## src/rtl/dpram_arb_pkg.sv

```systemverilog
// Shared constants and types for dpram_arbiter.
// The optional perf counters are enabled with DPRAM_ARB_PERF_EN.
package dpram_arb_pkg;

  localparam int unsigned DefAwidth = 10;
  localparam int unsigned DefDwidth = 16;
  localparam int unsigned DefNumReq = 4;
  localparam int unsigned PerfCntW  = 32;

  typedef logic [DefNumReq-1:0] req_onehot_t;

endpackage

```

## src/rtl/rr_pick.sv

```systemverilog
// Rotating-priority first-one finder: returns the first set bit of req scanning
// cyclically upward from start, as one-hot and as an index.
module rr_pick #(
  parameter  int unsigned N    = 4,
  localparam int unsigned PtrW = (N > 1) ? $clog2(N) : 1
) (
  input  logic [N-1:0]    req,
  input  logic [PtrW-1:0] start,
  output logic [N-1:0]    pick,
  output logic [PtrW-1:0] idx,
  output logic            found
);

  always_comb begin
    int unsigned j;
    pick  = '0;
    idx   = '0;
    found = 1'b0;
    j     = 0;
    for (int unsigned k = 0; k < N; k++) begin
      j = (32'(start) + k) % N;
      if (!found && req[j]) begin
        found   = 1'b1;
        idx     = PtrW'(j);
        pick[j] = 1'b1;
      end
    end
  end

endmodule

```

## src/rtl/dpram_arbiter.sv

```systemverilog
// Round-robin arbiter mapping up to two requests per cycle onto a dual-port RAM,
// with same-address hazard suppression. Define DPRAM_ARB_PERF_EN for perf counters.
module dpram_arbiter
  import dpram_arb_pkg::*;
#(
  parameter int unsigned AWIDTH  = DefAwidth,
  parameter int unsigned DWIDTH  = DefDwidth,
  parameter int unsigned NUM_REQ = DefNumReq
) (
  input  logic                      clk,
  input  logic                      resetn,
  input  logic [NUM_REQ-1:0]        req_valid,
  output logic [NUM_REQ-1:0]        req_ready,
  input  logic [NUM_REQ-1:0]        req_we,
  input  logic [NUM_REQ*AWIDTH-1:0] req_addr,
  input  logic [NUM_REQ*DWIDTH-1:0] req_wdata,
  output logic [NUM_REQ-1:0]        rsp_valid,
  output logic [DWIDTH-1:0]         rsp_data,
  output logic [NUM_REQ-1:0]        rsp_valid_b,
  output logic [DWIDTH-1:0]         rsp_data_b,
  output logic [AWIDTH-1:0]         ram_address_a,
  output logic [AWIDTH-1:0]         ram_address_b,
  output logic                      ram_wren_a,
  output logic                      ram_wren_b,
  output logic [DWIDTH-1:0]         ram_data_a,
  output logic [DWIDTH-1:0]         ram_data_b,
  input  logic [DWIDTH-1:0]         ram_out_a,
  input  logic [DWIDTH-1:0]         ram_out_b
`ifdef DPRAM_ARB_PERF_EN
  ,
  output logic [PerfCntW-1:0]       perf_grant_cnt,
  output logic [PerfCntW-1:0]       perf_stall_cnt
`endif
);

  localparam int unsigned PtrW = $clog2(NUM_REQ);

  logic [NUM_REQ-1:0] valid_m, pick_a, pick_b, conflict, mask_b;
  logic [NUM_REQ-1:0] tag_a_q, tag_b_q, tag_a_d, tag_b_d;
  logic [PtrW-1:0]    idx_a, idx_b, rr_ptr_q, rr_ptr_d;
  logic               found_a, found_b, we_a, we_b;
  logic [AWIDTH-1:0]  addr_a, addr_b;
  logic [DWIDTH-1:0]  wdata_a, wdata_b;

  function automatic logic [PtrW-1:0] wrap_inc(input logic [PtrW-1:0] i);
    return (32'(i) == NUM_REQ - 1) ? '0 : i + PtrW'(1);
  endfunction

  // Nothing is granted while reset is held.
  assign valid_m = req_valid & {NUM_REQ{resetn}};

  rr_pick #(.N(NUM_REQ)) u_pick_a (
    .req   (valid_m),
    .start (rr_ptr_q),
    .pick  (pick_a),
    .idx   (idx_a),
    .found (found_a)
  );

  always_comb begin
    addr_a  = req_addr[32'(idx_a)*AWIDTH +: AWIDTH];
    we_a    = req_we[idx_a];
    wdata_a = req_wdata[32'(idx_a)*DWIDTH +: DWIDTH];
    conflict = '0;
    // Same address conflicts unless both sides are reads.
    for (int unsigned i = 0; i < NUM_REQ; i++) begin
      conflict[i] = (req_addr[i*AWIDTH +: AWIDTH] == addr_a) && (req_we[i] || we_a);
    end
    mask_b = valid_m & ~pick_a & ~conflict;
  end

  rr_pick #(.N(NUM_REQ)) u_pick_b (
    .req   (mask_b),
    .start (rr_ptr_q),
    .pick  (pick_b),
    .idx   (idx_b),
    .found (found_b)
  );

  always_comb begin
    addr_b  = req_addr[32'(idx_b)*AWIDTH +: AWIDTH];
    we_b    = req_we[idx_b];
    wdata_b = req_wdata[32'(idx_b)*DWIDTH +: DWIDTH];
  end

  assign req_ready     = pick_a | pick_b;
  assign ram_wren_a    = found_a & we_a;
  assign ram_address_a = found_a ? addr_a : '0;
  assign ram_data_a    = found_a ? wdata_a : '0;
  assign ram_wren_b    = found_b & we_b;
  assign ram_address_b = found_b ? addr_b : '0;
  assign ram_data_b    = found_b ? wdata_b : '0;

  always_comb begin
    rr_ptr_d = rr_ptr_q;
    // Port B always lies after port A in scan order, so it is the last grant.
    if (found_b) begin
      rr_ptr_d = wrap_inc(idx_b);
    end else if (found_a) begin
      rr_ptr_d = wrap_inc(idx_a);
    end
    tag_a_d = (found_a && !we_a) ? pick_a : '0;
    tag_b_d = (found_b && !we_b) ? pick_b : '0;
  end

  always_ff @(posedge clk or negedge resetn) begin
    if (!resetn) begin
      rr_ptr_q <= '0;
      tag_a_q  <= '0;
      tag_b_q  <= '0;
    end else begin
      rr_ptr_q <= rr_ptr_d;
      tag_a_q  <= tag_a_d;
      tag_b_q  <= tag_b_d;
    end
  end

  assign rsp_valid   = tag_a_q;
  assign rsp_data    = ram_out_a;
  assign rsp_valid_b = tag_b_q;
  assign rsp_data_b  = ram_out_b;

`ifdef DPRAM_ARB_PERF_EN
  logic [PerfCntW-1:0] grant_cnt_q, grant_cnt_d, stall_cnt_q, stall_cnt_d;
  logic [PerfCntW:0]   grant_sum;

  always_comb begin
    grant_sum   = {1'b0, grant_cnt_q} + (PerfCntW+1)'(found_a) + (PerfCntW+1)'(found_b);
    grant_cnt_d = grant_sum[PerfCntW] ? '1 : grant_sum[PerfCntW-1:0];
    stall_cnt_d = stall_cnt_q;
    if (|(valid_m & ~req_ready) && (stall_cnt_q != '1)) begin
      stall_cnt_d = stall_cnt_q + PerfCntW'(1);
    end
  end

  always_ff @(posedge clk or negedge resetn) begin
    if (!resetn) begin
      grant_cnt_q <= '0;
      stall_cnt_q <= '0;
    end else begin
      grant_cnt_q <= grant_cnt_d;
      stall_cnt_q <= stall_cnt_d;
    end
  end

  assign perf_grant_cnt = grant_cnt_q;
  assign perf_stall_cnt = stall_cnt_q;
`endif

endmodule

```

## config.mk

```make
export PLATFORM = sky130hd
export DESIGN_NAME = dpram_arbiter
export DESIGN_NICKNAME = d
export VERILOG_FILES = /design/src/rtl/dpram_arb_pkg.sv /design/src/rtl/rr_pick.sv /design/src/rtl/dpram_arbiter.sv
export SDC_FILE = /design/constraint.sdc
export NUM_CORES = 1
export LEC_CHECK = 0
export BUFFER_PORTS_ARGS = -buffer_cell sky130_fd_sc_hd__buf_2
export CORE_MARGIN = 10
export CORE_UTILIZATION = 40
export CTS_CLUSTER_SIZE = 40
export DETAILED_ROUTE_END_ITERATION = 7
export GPL_TIMING_DRIVEN = 0
export PLACE_DENSITY = 0.66
export SLEW_MARGIN = 20
export SYNTH_ARGS = -nofsm -noshare
export SYNTH_HDL_FRONTEND = slang
export SYNTH_SLANG_ARGS = --single-unit
export TNS_END_PERCENT = 100
```

## constraint.sdc

```tcl
create_clock -name clk -period 17.02 [get_ports clk]
set_input_delay 1.702 -clock clk [delete_from_list [all_inputs] [get_ports clk]]
set_output_delay 1.702 -clock clk [all_outputs]
set_load 0.03 [all_outputs]
```

==> results of run 1 <==
per-layer routing:
metal | routed length, um | part of all wire [%] | vias up
li1 | - | - | 3155
met1 | 10000 | 39 | 3271
met2 | 12200 | 48 | 420
met3 | 2560 | 10 | 63
met4 | 741 | 2.9 | 0
met5 | 0 | 0 | -
worst register-to-register path: cells and delay by family, from the launching register on:
kind / cells / cell delay [ps]
AO/OA/AOI/OAI: 5 / 1640
adder cells (fa/ha/maj): 1 / 520
buffers and inverters: 10 / 3810
flip-flops: 1 / 400
AND/OR/NAND/NOR: 2 / 840
cells by family after synthesis:
| kind of cell | after synthesis |
|---|---|
| flip-flops | 10 |
| adder cells (fa/ha/maj) | 4 |
| AND/OR/NAND/NOR | 178 |
| multiplexers | 78 |
| XOR/XNOR | 37 |
| buffers and inverters | 122 |
| AO/OA/AOI/OAI | 269 |
flip-flops by register name, indices dropped and copies added, names as in the netlist:
signal and flops:
rr_ptr_q 2, rsp_valid 4, rsp_valid_b 4
report_power, final:
| group | switching, mW | total [mW] | internal, mW |
|---|---|---|---|
| registers | 0.00311 | 0.0343 | 0.0312 |
| logic | 0.867 | 1.36 | 0.491 |
| clock network | 0.0103 | 0.0407 | 0.0304 |
| total | 0.881 | 1.43 | 0.553 |
metrics by stage:
| stage | utilization, % | hold slack, ps | power, mW | setup WS [ps] | instance area [um2] |
|---|---|---|---|---|---|
| after floorplan | - | 924 | 1.04 | 9170 | 5730 |
| after global placement | 49.8 | 1010 | 1.37 | 7820 | 6960 |
| after detailed placement | 49.8 | 1000 | 1.37 | 7890 | 6960 |
| after CTS | 50.3 | 1010 | 1.42 | 7630 | 7040 |
| after global routing | 50.3 | 1090 | 1.52 | 7070 | 7040 |
| final | 50.3 | 1010 | 1.43 | 7440 | 7040 |
cells in the final DEF (no fill, tap or decap), types with 5 or more instances in the layout:
cell,n
a21oi_1,33
a221oi_1,11
o31a_1,28
a211oi_2,27
nor2b_1,21
o221ai_1,5
buf_6,7
nor3_1,16
xnor2_1,24
nand2b_1,7
inv_1,19
xor2_1,13
buf_4,37
mux2i_1,49
nand4_1,12
a211oi_1,37
nand2_1,27
buf_2,217
a31oi_1,7
clkbuf_1,34
dfrtp_1,10
and2_1,7
mux2_2,5
o32ai_1,5
mux4_2,19
and3_1,16
nor4_1,5
a211o_1,7
nor2_1,29
o211ai_1,6
nand3_1,20
o21ai_0,18
cell type report:
class	count	area [um2]	area share, %
Inverter	20	75.1	1.07
Sequential cell	10	250	3.56
Timing Repair Buffer	200	1000	14.2
Tap cell	180	225	3.20
Multi-Input combinational cell	566	4780	67.9
Clock buffer	3	75.1	1.07
Buffer	102	629	8.95
worst max path at each step:
stage                             to               startpoint  slack (ps)  depth (start not counted)
global route           ram_data_b[8]  rr_ptr_q[0]$_DFFE_PN0P_        7070                         21
CTS                 ram_address_b[0]  rr_ptr_q[0]$_DFFE_PN0P_        7630                         24
detailed placement  ram_address_b[0]  rr_ptr_q[0]$_DFFE_PN0P_        7890                         24
global placement    ram_address_b[0]  rr_ptr_q[0]$_DFFE_PN0P_        7820                         24
finish                 ram_data_b[8]  rr_ptr_q[0]$_DFFE_PN0P_        7440                         22
floorplan           ram_address_b[3]  rr_ptr_q[0]$_DFFE_PN0P_        9170                         22
==> flow_summary.toml, run 1 <==
[timing]
slew_headroom_pct = 32.4
drv_slew = 0
fin_worst_skew_ps = 5.99
timing.final.crit_share_pct = 56.3
fin_setup_tns_ps = 0
tightest_slew_ps = 1010
grt_setup_unrepaired = "no"
hold_viol_final = 0
fin_crit_ps = 9580
setup_viol = 0
max_freq_ghz = 0.104

[routing]
vias_per_cell = 6.39
dr.pass1.iters = 6
antenna_left = 0
drt_wl_total_mm = 25.6
wl_per_cell_um = 23.6
first_iter_violations = 702
drc = 0
vias = 6909

[global_route]
grt_use_met3_pct = 5.85
grt_overflow_total = 0
track_usage_pct = 23.8
grt_pass1_vias = 6866
grt_pass1_wl_mm = 38.8
antenna_found_initial = 0
grtUsageMet1_pct = 28.9
grt_start_max_net_pins = 16
busiest_layer = "met2"
use_met2_pct = 40.4

[cts]
cts_tree = "done"
cts_hold_buf = 0
post_cts_resized = 0
clk_latency_ps = 240
clockRootBuffer = "clkbuf_16"
clockBufferDepth = 2
numCtsBuffers = 3
cts_setup_buffers = 0
h-tree-depth = 1
clock_sinks = 10
clk_pin_slew_ps = 40

[synth]
netlist_top_cells_area = "mux2i_1, mux4_2, a211oi_2"
synth_xor_area_share_pct = 5.65
ys_ff_latch = 10
synthesis.nets = 848
yosysUniqueCellTypes = 98
synthCells = 698
ys_seq_area_share_pct = 4.36
synth-edff-count = 0
synth.most_common_cell = "mux2i_1"
synth_top_family_by_area = "compound AO/OA/AOI/OAI gates"
yosys-top-cells-count = "mux2i_1, a211oi_1, buf_4"
ys.flop_type = "dfrtp_1"
synth.largest_area_cell = "mux2i_1"
synthAdderAreaFrac_pct = 0.873
synth_mux_area_share_pct = 18.4
synthArstFlopShare_pct = 100
synth_top_area_share_pct = 8.55
synth-compound-area-share_pct = 41.4
syn_area_per_cell_um2 = 8.22
synth-simple-area-share_pct = 17.0
synth-warning-count = 0
synth_area_mm2 = 0.00573

[power]
ir_drop_uv = 135
powerDensity_mw_per_mm2 = 204
leakage_nw = 2.96

[finish]
drive_above_1_share_pct = 40.0
fillerInstances = 1444
area_growth_pct = 22.7
layout.nets = 1053
finalNonFillerCells = 1081
antenna_cells = 0

[worst_setup_path]
cpMaxStageDelayCell = "o41ai_2"
crit_arrival_ps = 7880
reg2reg_slack_ps = 9660
critPathMaxFanout = 11
end_kind = "output pin"
path_buf_inv = 12
crit_chain = "buf_6 -> buf_6 -> clkbuf_1 -> clkinv_1 -> clkbuf_1 -> ha_1 -> clkbuf_1 -> o211ai_2 -> a22oi_4 -> buf_6 -> clkbuf_1 -> buf_1 -> a41oi_1 -> o41ai_2 -> nand3_1 -> a21oi_2 -> nor3_2 -> buf_6 -> buf_8 -> mux2i_1 -> a211oi_1 -> buf_2"
cp_slowest_stage_delay_ps = 640
r2r-end = "rr_ptr_q[0]$_DFFE_PN0P_"
worstPathRequired_ps = 15320
critPathLaunchType = "flip-flop"
worstRegToRegCells = 18
critPathKind = "reg -> out"
path_delay_family = "buffers and inverters"
reg2reg_from = "rr_ptr_q[0]$_DFFE_PN0P_"

[floorplanning]
rows = 43
die_y_um = 140
dieWidth_um = 140
core_area_mm2 = 0.0140
ios = 244
die_area_mm2 = 0.0195
initial_core_util_pct = 41.0

[place]
io_buffers = 200
routabilityCongestion = 0.992
dp.cells = 1078
post-dp-hpwl_mm = 20.4

[worst_hold_path]
holdPathEnd = "rsp_valid_b[2]$_DFF_PN0_"
min_from = "rr_ptr_q[1]$_DFFE_PN0P_"
hp-class = "reg -> reg"
hold_path_depth = 4

[status]
status = "finished, final reports clean"

[flow_run]
cap_violations = 0
(Power assumes the default switching activity.)
==> run 2, diff against run 1 <==
--- a/config.mk
+++ b/config.mk
@@ -11,7 +11,7 @@
 export CTS_CLUSTER_SIZE = 40
 export DETAILED_ROUTE_END_ITERATION = 7
 export GPL_TIMING_DRIVEN = 0
-export PLACE_DENSITY = 0.66
+export PLACE_DENSITY = 0.69
 export SLEW_MARGIN = 20
 export SYNTH_ARGS = -nofsm -noshare
 export SYNTH_HDL_FRONTEND = slang
==> constraint.sdc (replaced) <==
create_clock -name clk -period 8.64 [get_ports clk]
set_input_delay 0.864 -clock clk [delete_from_list [all_inputs] [get_ports clk]]
set_output_delay 0.864 -clock clk [all_outputs]
set_load 0.03 [all_outputs]
==> run 2 against run 1 <==
Against the previous run: count of clock-buffer cells in the layout grew 1; non-clock buffer count shrank 1; final area grew 0.18%; first-iteration DRC count shrank 16%; core utilization grew 0.089 points; final cell count is essentially flat; die area is the same; largest power group unchanged.
==> flow_summary.toml, run 2 (synthesized netlist as in run 1, its figures left out) <==
[status]
status = "finished, final reports clean"

[worst_setup_path]
crit_arrival_ps = 7370
critPathLaunchType = "flip-flop"
critPathKind = "reg -> out"
critPathMaxFanout = 19
worstRegToRegCells = 22
worstPathRequired_ps = 7780
end_kind = "output pin"

[routing]
vias_per_cell = 6.37
drc = 0
antenna_left = 0
dr.pass1.iters = 6
vias = 6889
drt_wl_total_mm = 24.9
wl_per_cell_um = 23.1
first_iter_violations = 589

[floorplanning]
ios = 244
dieWidth_um = 140
die_area_mm2 = 0.0195
die_y_um = 140
core_area_mm2 = 0.0140
rows = 43
initial_core_util_pct = 41.0

[finish]
final_common_cell = "buf_2"
final_cell_mix = "buf_2, mux2i_1, buf_4, a211oi_1"
fillerInstances = 1425
fin_util_pct = 50.4
area_growth_pct = 22.9
finalNonFillerCells = 1082
drive_above_1_share_pct = 40.1
layout.nets = 1052

[timing]
hold_viol_final = 0
timing.final.crit_share_pct = 95.3
tightest_slew_ps = 910
fin_crit_ps = 8230
fin_worst_skew_ps = 3.02
grt_setup_unrepaired = "no"
setup_viol = 0
slew_headroom_pct = 39.2
whs_ps = 517
fin_setup_tns_ps = 0
drv_slew = 0
max_freq_ghz = 0.121

[cts]
cts_hold_buf = 0
cts_setup_buffers = 0
clk_pin_slew_ps = 40
clockRootBuffer = "clkbuf_16"
clock_sinks = 10
clockBufferDepth = 2
clk_latency_ps = 230
numCtsBuffers = 3
cts_tree = "done"
h-tree-depth = 1
post_cts_resized = 0

[global_route]
grt_pass1_wl_mm = 38.6
grt_start_max_net_pins = 20
antenna_found_initial = 0
track_usage_pct = 23.5
grt_pass1_vias = 6969
grt_overflow_total = 0

[power]
powerDensity_mw_per_mm2 = 399
leakage_nw = 2.97
p_comb_share_pct = 94.4
p_int_mw = 1.10
power_switching_share_pct = 60.9
p_clk_share_pct = 3.2
p_seq_share_pct = 2.4
power_switching_mw = 1.71
ir_drop_uv = 243

[place]
post-dp-hpwl_mm = 20.3
io_buffers = 200
dp.cells = 1078
routabilityCongestion = 1.01

[worst_hold_path]
hp-class = "in -> async"

[flow_run]
cap_violations = 0
## run 2: cell types whose count changed in the layout (fill, tap and decap cells not counted), sizes merged
cell / delta
diode: +1
## run 2: path summary, 6_finish.rpt
kind	start	endpoint	slack, ps
worst max-delay path	rr_ptr_q[0]$_DFFE_PN0P_	ram_data_b[1]	410
max in group asynchronous	resetn	rsp_valid[3]$_DFF_PN0_	7890
worst min-delay path	resetn	rsp_valid_b[0]$_DFF_PN0_	520
worst max register to register	rr_ptr_q[0]$_DFFE_PN0P_	rr_ptr_q[1]$_DFFE_PN0P_	1810
worst min register to register	rr_ptr_q[1]$_DFFE_PN0P_	rsp_valid_b[2]$_DFF_PN0_	1000
min in group clk	rr_ptr_q[1]$_DFFE_PN0P_	rsp_valid_b[2]$_DFF_PN0_	1000
## run 2: power by group through the flow
stage	clock network (mW)	registers, mW	logic [mW]
after floorplan	0	0.0849	1.96
after global placement	0	0.0681	2.62
after detailed placement	0	0.0686	2.63
after CTS	0.0917	0.0679	2.63
after global routing	0.0956	0.0688	2.83
final	0.0904	0.0677	2.65
## run 2: critical path: stages (launching register included)
cell	delay (ps)
dfrtp_1	400
buf_6	160
buf_6	210
clkinv_1	310
clkbuf_1	410
ha_1	520
clkbuf_1	370
o211ai_2	280
a22oi_4	400
buf_6	200
buf_2	280
mux2i_1	270
mux2i_1	100
a2111oi_0	580
nand3_1	310
o31ai_4	420
mux2_2	280
nor3b_4	470
nor3_2	80
buf_6	190
buf_8	170
mux2i_1	120
a211oi_1	290
buf_2	260
## run 2: stage by stage
stage	setup slack (ps)	area [um2]	power [mW]
floorplan	1630	5730	2.05
global placement	171	6960	2.69
detailed placement	195	6960	2.69
CTS	513	7050	2.79
global route	36.1	7050	2.99
finish	408	7050	2.81
## run 2: routing by layer
layer  routed length [um]  GRT usage [%]
met3                 2610           6.43
met2                12100           40.4
met4                  737           7.12
met1                 9540           27.7
met5                    0              0
## run 2: layout make-up
class	count	area, um2	area share, %
multi-input cells	566	4780	67.8
repair buffers	200	1000	14.2
plain buffers	101	626	8.88
flip-flops and latches	10	250	3.55
well taps	180	225	3.20
clock buffers	4	88.8	1.26
inverters	20	75.1	1.07
diodes	1	2.50	0.0355
==> run 3, diff against run 2 <==
--- a/config.mk
+++ b/config.mk
@@ -5,13 +5,13 @@
 export SDC_FILE = /design/constraint.sdc
 export NUM_CORES = 1
 export LEC_CHECK = 0
-export BUFFER_PORTS_ARGS = -buffer_cell sky130_fd_sc_hd__buf_2
-export CORE_MARGIN = 10
+export CORE_ASPECT_RATIO = 1.1
 export CORE_UTILIZATION = 40
 export CTS_CLUSTER_SIZE = 40
 export DETAILED_ROUTE_END_ITERATION = 7
+export DONT_BUFFER_PORTS = 1
 export GPL_TIMING_DRIVEN = 0
-export PLACE_DENSITY = 0.69
+export PLACE_DENSITY = 0.53
 export SLEW_MARGIN = 20
 export SYNTH_ARGS = -nofsm -noshare
 export SYNTH_HDL_FRONTEND = slang
==> run 3 against run 2 <==
Against the previous run: total power shrank 2.2%; non-clock buffer count shrank 200; count of clock-buffer cells in the layout is the same; worst hold slack lost 200 ps; combinational power shrank 3%; wire length shrank 4.1%; final area shrank 12%; global-route usage grew 7.6 points; via count shrank 10%; critical path type unchanged; sequential share of layout area grew 0.48 points; first-iteration DRC count grew 21%.
==> flow_summary.toml, run 3 (synthesized netlist as in run 1, its figures left out) <==
[cts]
clock_sinks = 10
cts_hold_buf = 0
clockBufferDepth = 2
clk_latency_ps = 240
clk_pin_slew_ps = 40
h-tree-depth = 1
numCtsBuffers = 3
clockRootBuffer = "clkbuf_16"
cts_tree = "done"

[floorplanning]
ios = 244
rows = 45
die_y_um = 128
dieWidth_um = 116
initial_core_util_pct = 41.2
core_area_mm2 = 0.0139
die_area_mm2 = 0.0148

[global_route]
grt_start_max_net_pins = 20
track_usage_pct = 31.2
busiest_layer = "met2"
use_met2_pct = 54.5
grt_overflow_total = 0
grt_pass1_vias = 6090
grt_pass1_wl_mm = 35.7
antenna_found_initial = 0
grtUsageMet1_pct = 39.1
grt_use_met3_pct = 4.79

[place]
dp.cells = 886
post-dp-hpwl_mm = 18.6
routabilityCongestion = 0.962
io_buffers = 0
place_area_mm2 = 0.00597
dp_slack_ps = -392

[power]
p_int_mw = 1.01
p_total_mw = 2.75
powerDensity_mw_per_mm2 = 442
ir_drop_uv = 287
leakage_nw = 2.17
p_seq_share_pct = 3.1
power_switching_share_pct = 63.3
power_switching_mw = 1.74
p_comb_share_pct = 93.6
p_clk_share_pct = 3.3

[finish]
design_area_mm2 = 0.00621
final_cell_mix = "a211oi_2, mux2i_1, buf_4, a21oi_1, clkbuf_1"
fin_util_pct = 44.7
drive_above_1_share_pct = 27.4
area_growth_pct = 8.31
antenna_cells = 0
finalNonFillerCells = 889
final_common_cell = "a211oi_2"
layout.nets = 852
fillerInstances = 1443

[timing]
fin_crit_ps = 8260
tightest_slew_ps = 1120
max_freq_ghz = 0.121
grt_setup_unrepaired = "no"
slew_headroom_pct = 25.1
setup_slack_ps = 375
fin_worst_skew_ps = 4.33
setup_viol = 0
hold_viol_final = 0
drv_slew = 0
timing.final.crit_share_pct = 95.7

[routing]
first_iter_violations = 711
antenna_left = 0
drc = 0
dr.pass1.iters = 8
vias = 6173
drt_wl_total_mm = 23.9
wl_per_cell_um = 26.9
vias_per_cell = 6.94

[worst_setup_path]
critPathLaunchType = "flip-flop"
r2r-end = "rr_ptr_q[0]$_DFFE_PN0P_"
crit_arrival_ps = 7400
worstPathRequired_ps = 7780
critPathKind = "reg -> out"
cpMaxStageDelayCell = "a2111oi_0"
cpMostUsedCell = "buf_6"
reg2reg_from = "rr_ptr_q[0]$_DFFE_PN0P_"
end_kind = "output pin"
worstRegToRegCells = 19
crit_chain = "buf_6 -> buf_6 -> clkinv_2 -> clkbuf_1 -> ha_1 -> clkbuf_1 -> o211ai_2 -> a22oi_4 -> buf_6 -> buf_2 -> mux2i_1 -> mux2i_1 -> a2111oi_0 -> nand3_1 -> o31ai_4 -> mux2_2 -> nor3b_4 -> nor3_2 -> buf_6 -> buf_8 -> mux2i_1 -> a211oi_2"
reg2reg_slack_ps = 1690
cp_slowest_stage_delay_ps = 610
critPathMaxFanout = 19

[worst_hold_path]
hp-class = "in -> async"

[flow_run]
cap_violations = 0

[status]
status = "finished, final reports clean"
-- run 3: cell types whose count changed in the layout (fill, tap and decap cells not counted), sizes merged --
cell and change:
buf -200, diode -1
-- run 3: worst max path at each step --
| stage | startpoint | to | slack (ps) | depth (start not counted) |
|---|---|---|---|---|
| 2_1_floorplan | rr_ptr_q[0]$_DFFE_PN0P_ | ram_address_b[3] | 1630 | 22 |
| 3_3_place_gp | rr_ptr_q[0]$_DFFE_PN0P_ | ram_address_b[3] | -400 | 23 |
| 3_5_place_dp | rr_ptr_q[0]$_DFFE_PN0P_ | ram_address_b[3] | -390 | 21 |
| 4_1_cts | rr_ptr_q[0]$_DFFE_PN0P_ | ram_address_b[8] | 490 | 22 |
| 5_1_grt | rr_ptr_q[0]$_DFFE_PN0P_ | ram_address_b[8] | 60 | 22 |
| 6_report | rr_ptr_q[0]$_DFFE_PN0P_ | ram_address_b[8] | 380 | 22 |
-- run 3: timing repair --
action / in CTS / in global routing
gates resized for setup: 31 / 0
setup buffers: 0 / 0
endpoints found under the setup margin: 30 / 0
endpoints found under the hold margin: 0 / 0
-- run 3: final cells by class --
type | count | area, um2 | share of cell area (%)
Multi-Input combinational cell | 566 | 4930 | 79.4
Buffer | 101 | 628 | 10.1
Sequential cell | 10 | 250 | 4.03
Tap cell | 188 | 235 | 3.79
Clock buffer | 4 | 88.8 | 1.43
Inverter | 20 | 76.3 | 1.23
-- run 3: layer usage --
layer | wire length, um | up-vias
met5 | 0 | -
met4 | 574 | 0
met3 | 1800 | 43
met2 | 12100 | 350
met1 | 9410 | 3018
li1 | - | 2762
-- run 3: power by group through the flow --
stage                     registers (mW)  clock network (mW)  logic [mW]
final                             0.0861              0.0909        2.57
after global placement            0.0871                   0        2.42
after global routing              0.0886              0.0948        2.71
after CTS                         0.0867              0.0913        2.54
after detailed placement          0.0874                   0        2.44
after floorplan                   0.0849                   0        1.96
-- run 3: worst max-delay path, delay by kind of cell (launching register included) --
kind	cells	cell delay [ps]
compound gates	5	2270
fa+ha+maj	1	510
buf+inv	9	2230
flops	1	410
mux	4	830
simple gates	3	890
-- run 3: per-stage QoR --
step                      setup TNS [ps]  hold WS (ps)
after floorplan                        0           568
after global placement             -7570           569
after detailed placement           -6110           569
after CTS                              0           321
after global routing                   0           314
final                                  0           321
